--- config.mk ---
export PLATFORM = sky130hd
export DESIGN_NAME = instr_encode_loader
export DESIGN_NICKNAME = d
export VERILOG_FILES = /design/src/rtl/instr_encode_loader.sv
export SDC_FILE = /design/constraint.sdc
export NUM_CORES = 1
export LEC_CHECK = 0
export BUFFER_PORTS_ARGS = -buffer_cell sky130_fd_sc_hd__buf_4
export CORE_ASPECT_RATIO = 0.6
export CORE_UTILIZATION = 40
export CTS_CLUSTER_SIZE = 8
export DETAILED_ROUTE_END_ITERATION = 8
export HOLD_SLACK_MARGIN = 0.1
export MAX_ROUTING_LAYER = met4
export PLACE_DENSITY = 0.68
export SLEW_MARGIN = 20
export SYNTH_ARGS = -nofsm -noshare
export SYNTH_HDL_FRONTEND = slang
export SYNTH_SLANG_ARGS = --single-unit
--- constraint.sdc ---
create_clock -name clk_i -period 3 [get_ports clk_i]
set_input_delay 0.6 -clock clk_i [delete_from_list [all_inputs] [get_ports clk_i]]
set_output_delay 0.6 -clock clk_i [all_outputs]
set_load 0.02 [all_outputs]
--- src/rtl/instr_encode_loader.sv ---
// instr_encode_loader: packs field-level instruction commands into RV32I/vector words and writes them sequentially to imem
// Ports: clk_i/rst_i (sync active-high); start_i+base_addr_i begin a load; cmd_* is the valid/ready command stream;
// imem_req_o/imem_gnt_i/imem_addr_o/imem_wdata_o is the write port; busy_o, done_o, err_o and wrap_o report status.
// Optional macro ENCODER_NOP_PAD_EN appends PAD_COUNT addi x0,x0,0 words after the last command.
module instr_encode_loader #(
  parameter int ADDR_W    = 10,
  parameter int PAD_COUNT = 4
) (
  input  logic              clk_i,
  input  logic              rst_i,
  input  logic              start_i,
  input  logic [ADDR_W-1:0] base_addr_i,
  input  logic              cmd_valid_i,
  output logic              cmd_ready_o,
  input  logic [2:0]        cmd_class_i,
  input  logic              cmd_last_i,
  input  logic [4:0]        rd_i,
  input  logic [4:0]        rs1_i,
  input  logic [4:0]        rs2_i,
  input  logic [2:0]        funct3_i,
  input  logic [6:0]        funct7_i,
  input  logic [11:0]       imm_i,
  output logic              imem_req_o,
  input  logic              imem_gnt_i,
  output logic [ADDR_W-1:0] imem_addr_o,
  output logic [31:0]       imem_wdata_o,
  output logic              busy_o,
  output logic              done_o,
  output logic              err_o,
  output logic              wrap_o
);
  typedef enum logic [2:0] {
    IDLE,
    RUN,
    DRAIN,
`ifdef ENCODER_NOP_PAD_EN
    PAD,
`endif
    DONE
  } state_t;
  state_t state_q, state_d;
  logic req_q, req_d, err_q, err_d, wrap_q, wrap_d;
  logic [ADDR_W-1:0] addr_q, addr_d, cnt_q, cnt_d;
  logic [31:0] wdata_q, wdata_d, enc;
  logic [12:0] off;
  logic slot, accept, legal, pad_issue;
`ifdef ENCODER_NOP_PAD_EN
  logic [15:0] pad_q, pad_d;
`else
  logic [31:0] unused_pad;
  assign unused_pad = PAD_COUNT;
`endif
  // the single output slot can take a new word when empty or being drained this cycle
  assign slot        = !req_q || imem_gnt_i;
  assign cmd_ready_o = (state_q == RUN) && slot;
  assign accept      = cmd_valid_i && cmd_ready_o;
  assign legal       = cmd_class_i < 3'd6;
  assign off         = {imm_i, 1'b0};
  always_comb
    enc = cmd_class_i == 3'd0 ? {imm_i, rs1_i, funct3_i, rd_i, 7'b0010011} :
          cmd_class_i == 3'd1 ? {funct7_i, rs2_i, rs1_i, funct3_i, rd_i, 7'b0110011} :
          cmd_class_i == 3'd2 ? {off[12], off[10:5], rs2_i, rs1_i, funct3_i, off[4:1], off[11], 7'b1100011} :
          cmd_class_i == 3'd3 ? {imm_i, rs1_i, 3'b010, rd_i, 7'b0000011} :
          cmd_class_i == 3'd4 ? {imm_i[11:5], rs2_i, rs1_i, 3'b010, imm_i[4:0], 7'b0100011} :
                                {funct7_i, rs2_i, rs1_i, funct3_i, rd_i, 7'b1010111};
  always_comb begin
    state_d   = state_q;
    req_d     = req_q && !imem_gnt_i;
    addr_d    = addr_q;
    wdata_d   = wdata_q;
    cnt_d     = cnt_q;
    err_d     = err_q;
    wrap_d    = wrap_q || (req_q && imem_gnt_i && &addr_q);
    pad_issue = 1'b0;
`ifdef ENCODER_NOP_PAD_EN
    pad_d     = pad_q;
`endif
    case (state_q)
      IDLE: if (start_i) begin
        state_d = RUN;
        cnt_d   = base_addr_i;
        err_d   = 1'b0;
        wrap_d  = 1'b0;
      end
      RUN: if (accept) begin
        err_d   = err_q || !legal;
        state_d = cmd_last_i ? DRAIN : RUN;
      end
`ifdef ENCODER_NOP_PAD_EN
      DRAIN: if (slot) begin
        state_d = (PAD_COUNT == 0) ? DONE : PAD;
        pad_d   = 16'(PAD_COUNT);
      end
      PAD: if (slot) begin
        pad_issue = pad_q != 16'd0;
        pad_d     = pad_issue ? pad_q - 16'd1 : pad_q;
        state_d   = pad_issue ? PAD : DONE;
      end
`else
      DRAIN: state_d = slot ? DONE : DRAIN;
`endif
      DONE: state_d = IDLE;
      default: state_d = IDLE;
    endcase
    // illegal classes are consumed without a write, so the address stays contiguous
    if ((accept && legal) || pad_issue) begin
      req_d   = 1'b1;
      addr_d  = cnt_q;
      wdata_d = pad_issue ? 32'h0000_0013 : enc;
      cnt_d   = cnt_q + ADDR_W'(1);
    end
  end
  always_ff @(posedge clk_i) begin
    if (rst_i) begin
      state_q <= IDLE;
      req_q   <= 1'b0;
      addr_q  <= '0;
      wdata_q <= '0;
      cnt_q   <= '0;
      err_q   <= 1'b0;
      wrap_q  <= 1'b0;
`ifdef ENCODER_NOP_PAD_EN
      pad_q   <= '0;
`endif
    end else begin
      state_q <= state_d;
      req_q   <= req_d;
      addr_q  <= addr_d;
      wdata_q <= wdata_d;
      cnt_q   <= cnt_d;
      err_q   <= err_d;
      wrap_q  <= wrap_d;
`ifdef ENCODER_NOP_PAD_EN
      pad_q   <= pad_d;
`endif
    end
  end
  assign imem_req_o   = req_q;
  assign imem_addr_o  = addr_q;
  assign imem_wdata_o = wdata_q;
  assign busy_o       = state_q != IDLE;
  assign done_o       = state_q == DONE;
  assign err_o        = err_q;
  assign wrap_o       = wrap_q;
endmodule
---- After elaboration in Yosys (flattened, before gate mapping) ----
Cells that the tools add are included.
storage, ports and cells
  logic and storage cells ................. 59
  register bits after elaboration ......... 58
operators by class
  muxes and demuxes ....................... 19
  magnitude comparators ................... 1
  reductions and logical operators ........ 22
  add/sub/neg operators ................... 1
  equal/unequal tests ..................... 9
operator list
  cell                   number
  $mux 32                5
  $mux 10                3
  $eq 3x2->1 const B     4
  $add 10x1->10 const B  1
  $reduce_and 10->1      1
  $pmux 3 s3             1
  $eq 3x1->1 const B     2
  $logic_and 1x1->1      6
  $logic_not 3->1        2
  $mux 1                 6
  $mux 3                 2
  $reduce_bool 2->1      3
  $ne 2x2->1 const B     2
  $reduce_and 2->1       2
  $eq 3x3->1 const B     1
  $logic_not 1->1        3
  $logic_or 1x1->1       3
  $lt 3x3->1 const B     1
  $reduce_and 3->1       1
  $reduce_bool 3->1      1
  $mux 2                 1
  $pmux 1 s2             1

---- Longest topological paths before layout ----
Gate-level depths: netlist of run 1.
  word-level depth ........................ 7
  depth in mapped cells ................... 7
  gate-level depth less buffers ........... 5

---- Worst setup path after synthesis of run 1 ----
OpenSTA, ideal clock, no wires.
  path kind ............................... input to register
  start ................................... input cmd_class_i[2]
  end ..................................... register cnt_q[8]
  stages .................................. 7
  arrival ................................. 1.650 ns
  path buffers ............................ 3
  setup slack ............................. 1.218 ns
  cell sequence ........................... buf_2 > nand2_1 > and4_1 > buf_2 > buf_2 > a221oi_1 > nor3_1
between the ends
  word-level cells in the longest chain between the ends .. 4
  elaborated cells between the ends (all ways) .. 6
  classes of those cells .................. order compare (1); mux (1); reduce/logical (4)
RTL lines
  item                                line  RTL
  start: declaration                  15    input logic [2:0] cmd_class_i,
  $lt 3x3->1 (*)                      57    assign legal = cmd_class_i < 3'd6;
  $logic_and 1x1->1 (*)               106   if ((accept && legal) || pad_issue) begin
  $reduce_bool 2->1 (no source line)  n/a
  $reduce_and 2->1 (no source line)   n/a
  end signal: assignment              130   cnt_q <= cnt_d;
  end: declaration                    43    logic [ADDR_W-1:0] addr_q, addr_d, cnt_q, cnt_d;
Mark *: on every way between the ends. The rest lies on a longest branch, timed or not.
A chain may end at the register's enable or synchronous reset.

---- Worst setup path after layout of run 1 ----
  start ................................... input imem_gnt_i
  end ..................................... register cnt_q[7]
between the ends
  word-level cells in the longest chain between the ends .. 6
  elaborated cells between the ends (all ways) .. 8
  classes of those cells .................. mux (1); reduce/logical (7)
RTL lines
  item                                line  RTL
  start: declaration                  24    input logic imem_gnt_i,
  $logic_or 1x1->1 (*)                54    assign slot = !req_q || imem_gnt_i;
  $logic_and 1x1->1 (*)               55    assign cmd_ready_o = (state_q == RUN) && slot;
  $logic_and 1x1->1 (*)               56    assign accept = cmd_valid_i && cmd_ready_o;
  $logic_and 1x1->1 (*)               106
  $reduce_bool 2->1 (no source line)  n/a
  $reduce_and 2->1 (no source line)   n/a
Marks and branches as above.

==> results of run 1 <==
worst paths after layout:
kind / from / end / slack (ns) / cells after the start
setup / recovery: imem_gnt_i / cnt_q[7] / 0.93 / 6
hold / removal: imem_wdata_o[17] / imem_wdata_o[17] / 0.46 / 2
setup reg to reg: state_q[0] / cnt_q[7] / 0.95 / 5
hold reg to reg: imem_wdata_o[17] / imem_wdata_o[17] / 0.46 / 2
placed cells by master (no fill, tap or decap), types with 2 or more instances in the layout:
master,instances
buf_4,106
dfxtp_1,55
nor2_1,50
nand2_1,45
a21oi_1,28
a22oi_1,12
mux2i_1,9
a211oi_1,9
nor3_1,9
nand4_1,7
o21bai_1,7
and4_1,6
a22o_1,6
o32ai_1,6
nor2b_1,6
o21ai_0,6
inv_1,5
a31oi_1,5
clkbuf_16,5
nand2b_1,4
nand3_1,4
a32oi_1,4
and2_1,3
or3_1,3
a221oi_1,3
a311oi_1,3
and3_1,2
o22ai_1,2
or2_2,2
worst max-delay path: cells and delay by family:
kind            cells  cell delay, ns
buf+inv             2            0.48
simple gates        3            1.02
compound gates      1            0.14
metal layers:
layer | wire [um] | track usage (%)
met5 | 0 | -
met4 | 33 | 5.24
met3 | 749 | 5.02
met2 | 3140 | 32.4
met1 | 4090 | 36.5
power by group through the flow:
stage	clock, uW	combinational (uW)	sequential [uW]
6_report	566	340	800
5_1_grt	616	372	805
4_1_cts	577	338	799
3_5_place_dp	0	337	816
3_3_place_gp	0	334	815
2_1_floorplan	0	168	838
per-stage QoR:
step / power [uW] / area, um^2 / utilization [%]
final: 1710 / 3650 / 57.4
after global routing: 1790 / 3650 / 57.4
after CTS: 1710 / 3650 / 57.4
after detailed placement: 1150 / 3510 / 55.2
after global placement: 1150 / 3510 / 55.2
after floorplan: 1010 / 2740 / -
cell usage after synthesis (3+ instances only):
master / number
nand4_1: 7
dfxtp_1: 55
nor3_1: 9
inv_1: 5
clkbuf_1: 13
a22o_1: 6
nand2_1: 45
buf_1: 3
o32ai_1: 6
a211oi_1: 9
buf_2: 11
a221oi_1: 3
a311oi_1: 3
nand3_1: 4
a32oi_1: 4
mux2i_1: 9
a22oi_1: 12
and4_1: 6
nor2_1: 50
or3_1: 3
o21bai_1: 7
nand2b_1: 4
and2_1: 3
a21oi_1: 28
nor2b_1: 6
a31oi_1: 5
o21ai_0: 6
registers in the layout, summed over array words and instances, names as in the netlist:
register	cells
imem_wdata_o	30
cnt_q	10
err_o	1
state_q	2
wrap_o	1
imem_req_o	1
imem_addr_o	10
area by class of cell:
class                   instances  area, um^2
clock buffers                   6         129
clock inverters                 2        12.5
fillers                       587        2710
inverters                       6        22.5
multi-input cells             257        1480
flip-flops and latches         55        1100
well taps                      84         105
repair buffers                106         796
logic make-up after synthesis:
group	Yosys count
AND/OR/NAND/NOR	146
buffers and inverters	35
flip-flops	55
other	1
AO/OA/AOI/OAI	99
multiplexers	10
adder cells (fa/ha/maj)	1
==> flow_summary.yaml, run 1 <==
outcome:
  status: "complete, no violations"
layout:
  diodes: 0
  nets: 488
  drive_above_1_share_pct: 27.1
  finalNonFillerCells: 516
  area_delta_synth_final_pct: 33.3
pwr:
  clockPowerShare_pct: 33.1
  power.share.switching_pct: 27.9
  powerDensity_nw_per_um2: 468
  p_seq_share_pct: 46.9
  p_int_uw: 1230
  power.switching_uw: 477
  ir_worst_vdd_v: 0.000277
  leakage_uw: 0.00150
  combPwrFrac_pct: 19.9
logic_synthesis:
  synth_edf_count: 0
  synthArstFlopShare_pct: 0
  synth_compound_area_share_pct: 25.1
  syn-num-nets: 404
  yosys_warnings: 0
  syn_area_um2: 2740
  ys_ff_latch: 55
  ys_types: 48
  synth_top_area_cell: "dfxtp_1"
  yosys.area_share.adder_pct: 0.457
  synth-xor-area-share_pct: 0
  synth_top_family_by_area: "compound AO/OA/AOI/OAI gates"
  post_synth_mux_area_share_pct: 3.70
  synth-simple-area-share_pct: 24.8
  syn_inst: 347
  syn_area_per_cell_um2: 7.89
  yosysSeqAreaShare_pct: 40.2
  synthDominantCellAreaShare_pct: 40.2
  synth_area_leaders: "dfxtp_1 40%, nor2_1 6.9%, nand2_1 6.2%"
  ys.flop_type: "dfxtp_1"
sta:
  finalHoldViolCount: 0
  max_freq_mhz: 483
  tightest_slew_ns: 0.604
  holdWs_ns: 0.459
  fin_skew_ns: 0.00580
  relSlewSlack_pct: 59.4
  setup_tns_ns: 0
  setup_violations: 0
  rsz0062_at_grt: "no"
  layout_min_cycle_time_ns: 2.07
  worst_slack_ns: 0.931
  timing.final.crit_share_pct: 69.0
  finalMaxSlewViolations: 0
clocking:
  postCtsHoldBufs: 0
  cts_max_level: 2
  cts.path.max_buffers: 2
  clk_pin_slew_ns: 0.07
  cts_tree: "yes"
  root_buffer: "clkbuf_16"
  numCtsBuffers: 5
  postCtsSetupBuffers: 0
  clock-sinks: 55
  post_cts_resized: 0
  clk_latency_ns: 0.29
route:
  wirelength_mm: 8.02
  wl_per_cell_um: 15.5
  drt_iter0_markers: 256
  drt_first_pass_iters: 5
  vias_per_cell: 5.57
  drc: 0
  ant_nets: 0
  num_vias: 2875
placement:
  dp_hpwl_mm: 5.77
  dp_slack_ns: 0.629
  place_inst: 508
  io_buffers: 102
  routabilityCongestion: 0.846
worst_setup_path:
  path_cells: "buf_4 > nand2b_1 > and4_1 > buf_4 > a311oi_1 > nor4_1"
  end_kind: "flop"
  start_kind: "input port"
  cp.required_ns: 3.19
  crit_type: "in -> reg"
  crit_path_max_fanout: 34
  arrival_ns: 2.26
  critPathMostFrequentCell: "buf_4"
  cp_slowest_stage_delay_ns: 0.51
  cp_slowest_cell: "and4_1"
floorplanning:
  dieArea_um2: 7190
  io_pins: 104
  rows: 22
  fp.coreArea_um2: 6360
  die_h_um: 66.1
  die_w_um: 109
  start_util_pct: 43.0
flow_run:
  max_cap_violations: 0
worst_hold_path:
  min_path_type: "reg -> reg"
global_routing:
  grt_pass1_vias: 2569
  grt_max_degree: 59
  grt_pass1_wl_mm: 13.0
  antenna_found_initial: 0
  grtUsageTotal_pct: 24.2
  grt_overflow_total: 0
No activity file was read; power rests on OpenSTA's default activity.
==> run 2: changes to the inputs <==
- clock period: 3 -> 2.1 ns (I/O delays scaled with it)
==> flow_summary.yaml, run 2 (same netlist as run 1, synthesis figures left out) <==
worst_setup_path:
  cp_slowest_cell: "or3_1"
  crit_path_max_fanout: 7
  start_kind: "flop"
  cp.required_ns: 2.29
  arrival_ns: 2.03
  reg2reg_slack_ns: 0.26
  cp_slowest_stage_delay_ns: 0.54
  crit_type: "reg -> reg"
  r2r_start: "state_q[0]"
  path_cells: "and2b_1 > nand4_1 > or3_1 > o32ai_1"
  crit_start: "state_q[0]"
  end_kind: "flop"
layout:
  diodes: 0
  seqCellArea_um2: 1100
  area_delta_synth_final_pct: 37.9
  largest_reg_flops: 30
  final_common_cell: "buf_4"
  finalNonFillerCells: 523
  multiInputGateArea_um2: 1480
  final_cell_mix: "111 x buf_4, 55 x dfxtp_1, 50 x nor2_1, 45 x nand2_1, 28 x a21oi_1"
  fin_area_um2: 3770
  fillers: 590
  nets: 495
  drive_above_1_share_pct: 28.2
  final_util_pct: 59.3
clocking:
  cts.path.max_buffers: 2
  clk_latency_ns: 0.29
  numCtsBuffers: 5
  post_cts_resized: 0
  clk_pin_slew_ns: 0.07
  root_buffer: "clkbuf_16"
  postCtsHoldBufs: 0
  clock-sinks: 55
  cts_tree: "yes"
  postCtsSetupBuffers: 0
  cts_max_level: 2
placement:
  place_inst: 515
  routabilityCongestion: 0.847
  io_buffers: 102
  dp_hpwl_mm: 6.17
  placed_cell_area_um2: 3580
floorplanning:
  dieArea_um2: 7190
  die_h_um: 66.1
  io_pins: 104
  die_w_um: 109
  start_util_pct: 43.0
  fp.coreArea_um2: 6360
  rows: 22
pwr:
  powerDensity_nw_per_um2: 715
  power.switching_uw: 685
  p_int_uw: 2010
  combPwrFrac_pct: 18.8
  clockPowerShare_pct: 38.9
  leakage_uw: 0.00156
  ir_worst_vdd_v: 0.000503
  p_total_uw: 2700
  power.share.switching_pct: 25.4
  p_seq_share_pct: 42.3
sta:
  tightest_slew_ns: 0.514
  setup_violations: 0
  finalMaxSlewViolations: 0
  timing.final.crit_share_pct: 87.7
  rsz0062_at_grt: "no"
  finalHoldViolCount: 0
  setup_tns_ns: 0
  layout_min_cycle_time_ns: 1.84
  fin_skew_ns: 0.00337
  relSlewSlack_pct: 65.4
  max_freq_mhz: 543
global_routing:
  grt_pass1_wl_mm: 13.0
  antenna_found_initial: 0
  grt_overflow_total: 0
  grt_pass1_vias: 2542
  grt_max_degree: 38
  grtUsageTotal_pct: 24.2
worst_hold_path:
  min_from: "funct3_i[2]"
  min_path_type: "in -> reg"
route:
  drt_first_pass_iters: 4
  num_vias: 2868
  vias_per_cell: 5.48
  drc: 0
  drt_iter0_markers: 165
  ant_nets: 0
  wl_per_cell_um: 16.0
  wirelength_mm: 8.35
flow_run:
  max_cap_violations: 0
outcome:
  status: "complete, no violations"
run 2: final cells by class:
class / instances / area share, %
clock inverters: 2 / 1.59
clock buffers: 6 / 3.42
repair buffers: 113 / 23.1
flip-flops and latches: 55 / 29.2
well taps: 84 / 2.79
inverters: 6 / 0.597
multi-input cells: 257 / 39.3
run 2: per-layer routing:
layer / vias up / part of all wire [%] / GRT usage, %
met5: - / 0 / -
met3: 2 / 7.9 / 4.53
met1: 1299 / 53 / 37.1
met2: 127 / 39 / 32.1
met4: 0 / 0.29 / 4.56
li1: 1440 / - / -
run 2: path summary, 6_finish.rpt:
check,end,cells after the start
hold reg to reg,imem_wdata_o[17],2
setup reg to reg,imem_wdata_o[30],4
setup / recovery,imem_wdata_o[30],4
hold / removal,imem_wdata_o[14],3
run 2: power by group through the flow:
| stage | combinational [uW] | clock (uW) | sequential (uW) |
|---|---|---|---|
| floorplan | 240 | 0 | 1200 |
| global route | 551 | 1110 | 1150 |
| global placement | 497 | 0 | 1160 |
| CTS | 505 | 1060 | 1140 |
| finish | 507 | 1050 | 1140 |
| detailed placement | 503 | 0 | 1160 |
run 2: worst max-delay path, delay by kind of cell, from the launching register on:
family	cells	cell delay [ns]
simple gates	3	0.99
flops	1	0.42
compound gates	1	0.33
run 2: stage by stage:
stage / hold slack, ns / worst slack, ns
floorplan: 0.445 / 0.498
global placement: 0.448 / 0.262
detailed placement: 0.450 / 0.252
CTS: 0.373 / 0.281
global route: 0.383 / 0.128
finish: 0.369 / 0.259
==> run 3: changes to the inputs <==
==> constraint.sdc (replaced) <==
create_clock -name clk_i -period 2.1 [get_ports clk_i]
set_input_delay 0.63 -clock clk_i [delete_from_list [all_inputs] [get_ports clk_i]]
set_output_delay 0.63 -clock clk_i [all_outputs]
set_load 0.02 [all_outputs]
==> flow_summary.yaml, run 3 (same netlist as run 1, synthesis figures left out) <==
outcome:
  status: "complete, no violations"
layout:
  multiInputGateArea_um2: 1480
  final_cell_mix: "116 x buf_4, 55 x dfxtp_1, 50 x nor2_1, 45 x nand2_1, 28 x a21oi_1"
  nets: 501
  largest_reg_flops: 30
  diodes: 0
  final_common_cell: "buf_4"
  seqCellArea_um2: 1100
  fillers: 581
  drive_above_1_share_pct: 29.4
  area_delta_synth_final_pct: 38.5
sta:
  finalHoldViolCount: 0
  setup_tns_ns: 0
  tightest_slew_ns: 0.520
  max_freq_mhz: 505
  finalMaxSlewViolations: 0
  setup_violations: 0
  relSlewSlack_pct: 65.2
  layout_min_cycle_time_ns: 1.98
  fin_skew_ns: 0.00282
  timing.final.crit_share_pct: 94.3
  worst_slack_ns: 0.119
  rsz0062_at_grt: "no"
clocking:
  clk_pin_slew_ns: 0.07
  post_cts_resized: 0
  root_buffer: "clkbuf_16"
  cts_tree: "yes"
  cts.path.max_buffers: 2
  clock-sinks: 55
  postCtsSetupBuffers: 0
  numCtsBuffers: 5
  clk_latency_ns: 0.29
  postCtsHoldBufs: 0
  cts_max_level: 2
route:
  wirelength_mm: 8.15
  ant_nets: 0
  drc: 0
  drt_iter0_markers: 149
  vias_per_cell: 5.54
  num_vias: 2931
  wl_per_cell_um: 15.4
  drt_first_pass_iters: 5
flow_run:
  max_cap_violations: 0
worst_setup_path:
  end_kind: "output port"
  start_kind: "input port"
  crit_type: "in -> out"
  crit_path_max_fanout: 8
  arrival_ns: 1.35
  reg2reg_slack_ns: 0.35
  cp.required_ns: 1.47
pwr:
  ir_worst_vdd_v: 0.000548
  powerDensity_nw_per_um2: 661
  leakage_uw: 0.00157
placement:
  dp_hpwl_mm: 6.14
  io_buffers: 102
  dp_slack_ns: 0.0174
  routabilityCongestion: 0.827
floorplanning:
  die_h_um: 66.1
  io_pins: 104
  die_w_um: 109
  start_util_pct: 43.0
  fp.coreArea_um2: 6360
  dieArea_um2: 7190
  rows: 22
global_routing:
  grtUsageTotal_pct: 24.0
  grt_max_degree: 46
  grt_pass1_wl_mm: 13.0
  grt_overflow_total: 0
  grt_pass1_vias: 2614
  antenna_found_initial: 0
worst_hold_path:
  min_path_type: "reg -> reg"
==> run 3: changes by cell type in the layout (fill, tap and decap cells not counted) <==
| cell | change |
|---|---|
| clkinvlp_4 | +2 |
| bufinv_16 | -2 |
| clkbuf_1 | -1 |
| buf_12 | +1 |
| buf_4 | +5 |
| inv_6 | +1 |
==> run 3: final cells by class <==
type | count | share of cell area (%)
clock buffers | 5 | 3.30
clock inverters | 3 | 0.627
inverters | 6 | 0.594
multi-input cells | 257 | 39.1
flip-flops and latches | 55 | 29.0
well taps | 84 | 2.77
repair buffers | 119 | 24.6
==> run 3: through the flow <==
stage	std cells	power, uW	util [%]	hold WS (ns)	instance area (um^2)
after global routing	529	2620	59.6	0.483	3790
final	529	2510	59.6	0.458	3790
after global placement	521	1670	57.3	0.444	3640
after floorplan	347	1440	-	0.445	2740
after CTS	529	2520	59.6	0.461	3790
after detailed placement	521	1680	57.3	0.450	3640
==> run 3: where the power goes <==
group | internal, uW | switching (uW)
registers | 1100 | 45.4
logic | 245 | 273
clock network | 447 | 400
total | 1790 | 718
==> run 3: worst max-delay path, stage by stage <==
cell	delay [ns]
buf_4	0.11
nand2b_1	0.24
and2_1	0.21
buf_4	0.16
==> run 3: worst paths after layout <==
check                endpoint  cells after the start        startpoint
min reg2reg  imem_wdata_o[18]                      2  imem_wdata_o[18]
max               cmd_ready_o                      4        imem_gnt_i
max reg2reg  imem_wdata_o[25]                      4        state_q[0]
min          imem_wdata_o[18]                      2  imem_wdata_o[18]
==> run 3: metal layers <==
| metal | routed length, um | GRT usage [%] |
|---|---|---|
| met1 | 4280 | 36.0 |
| met4 | 24 | 2.87 |
| met3 | 648 | 4.53 |
| met5 | 0 | - |
| met2 | 3200 | 33.7 |
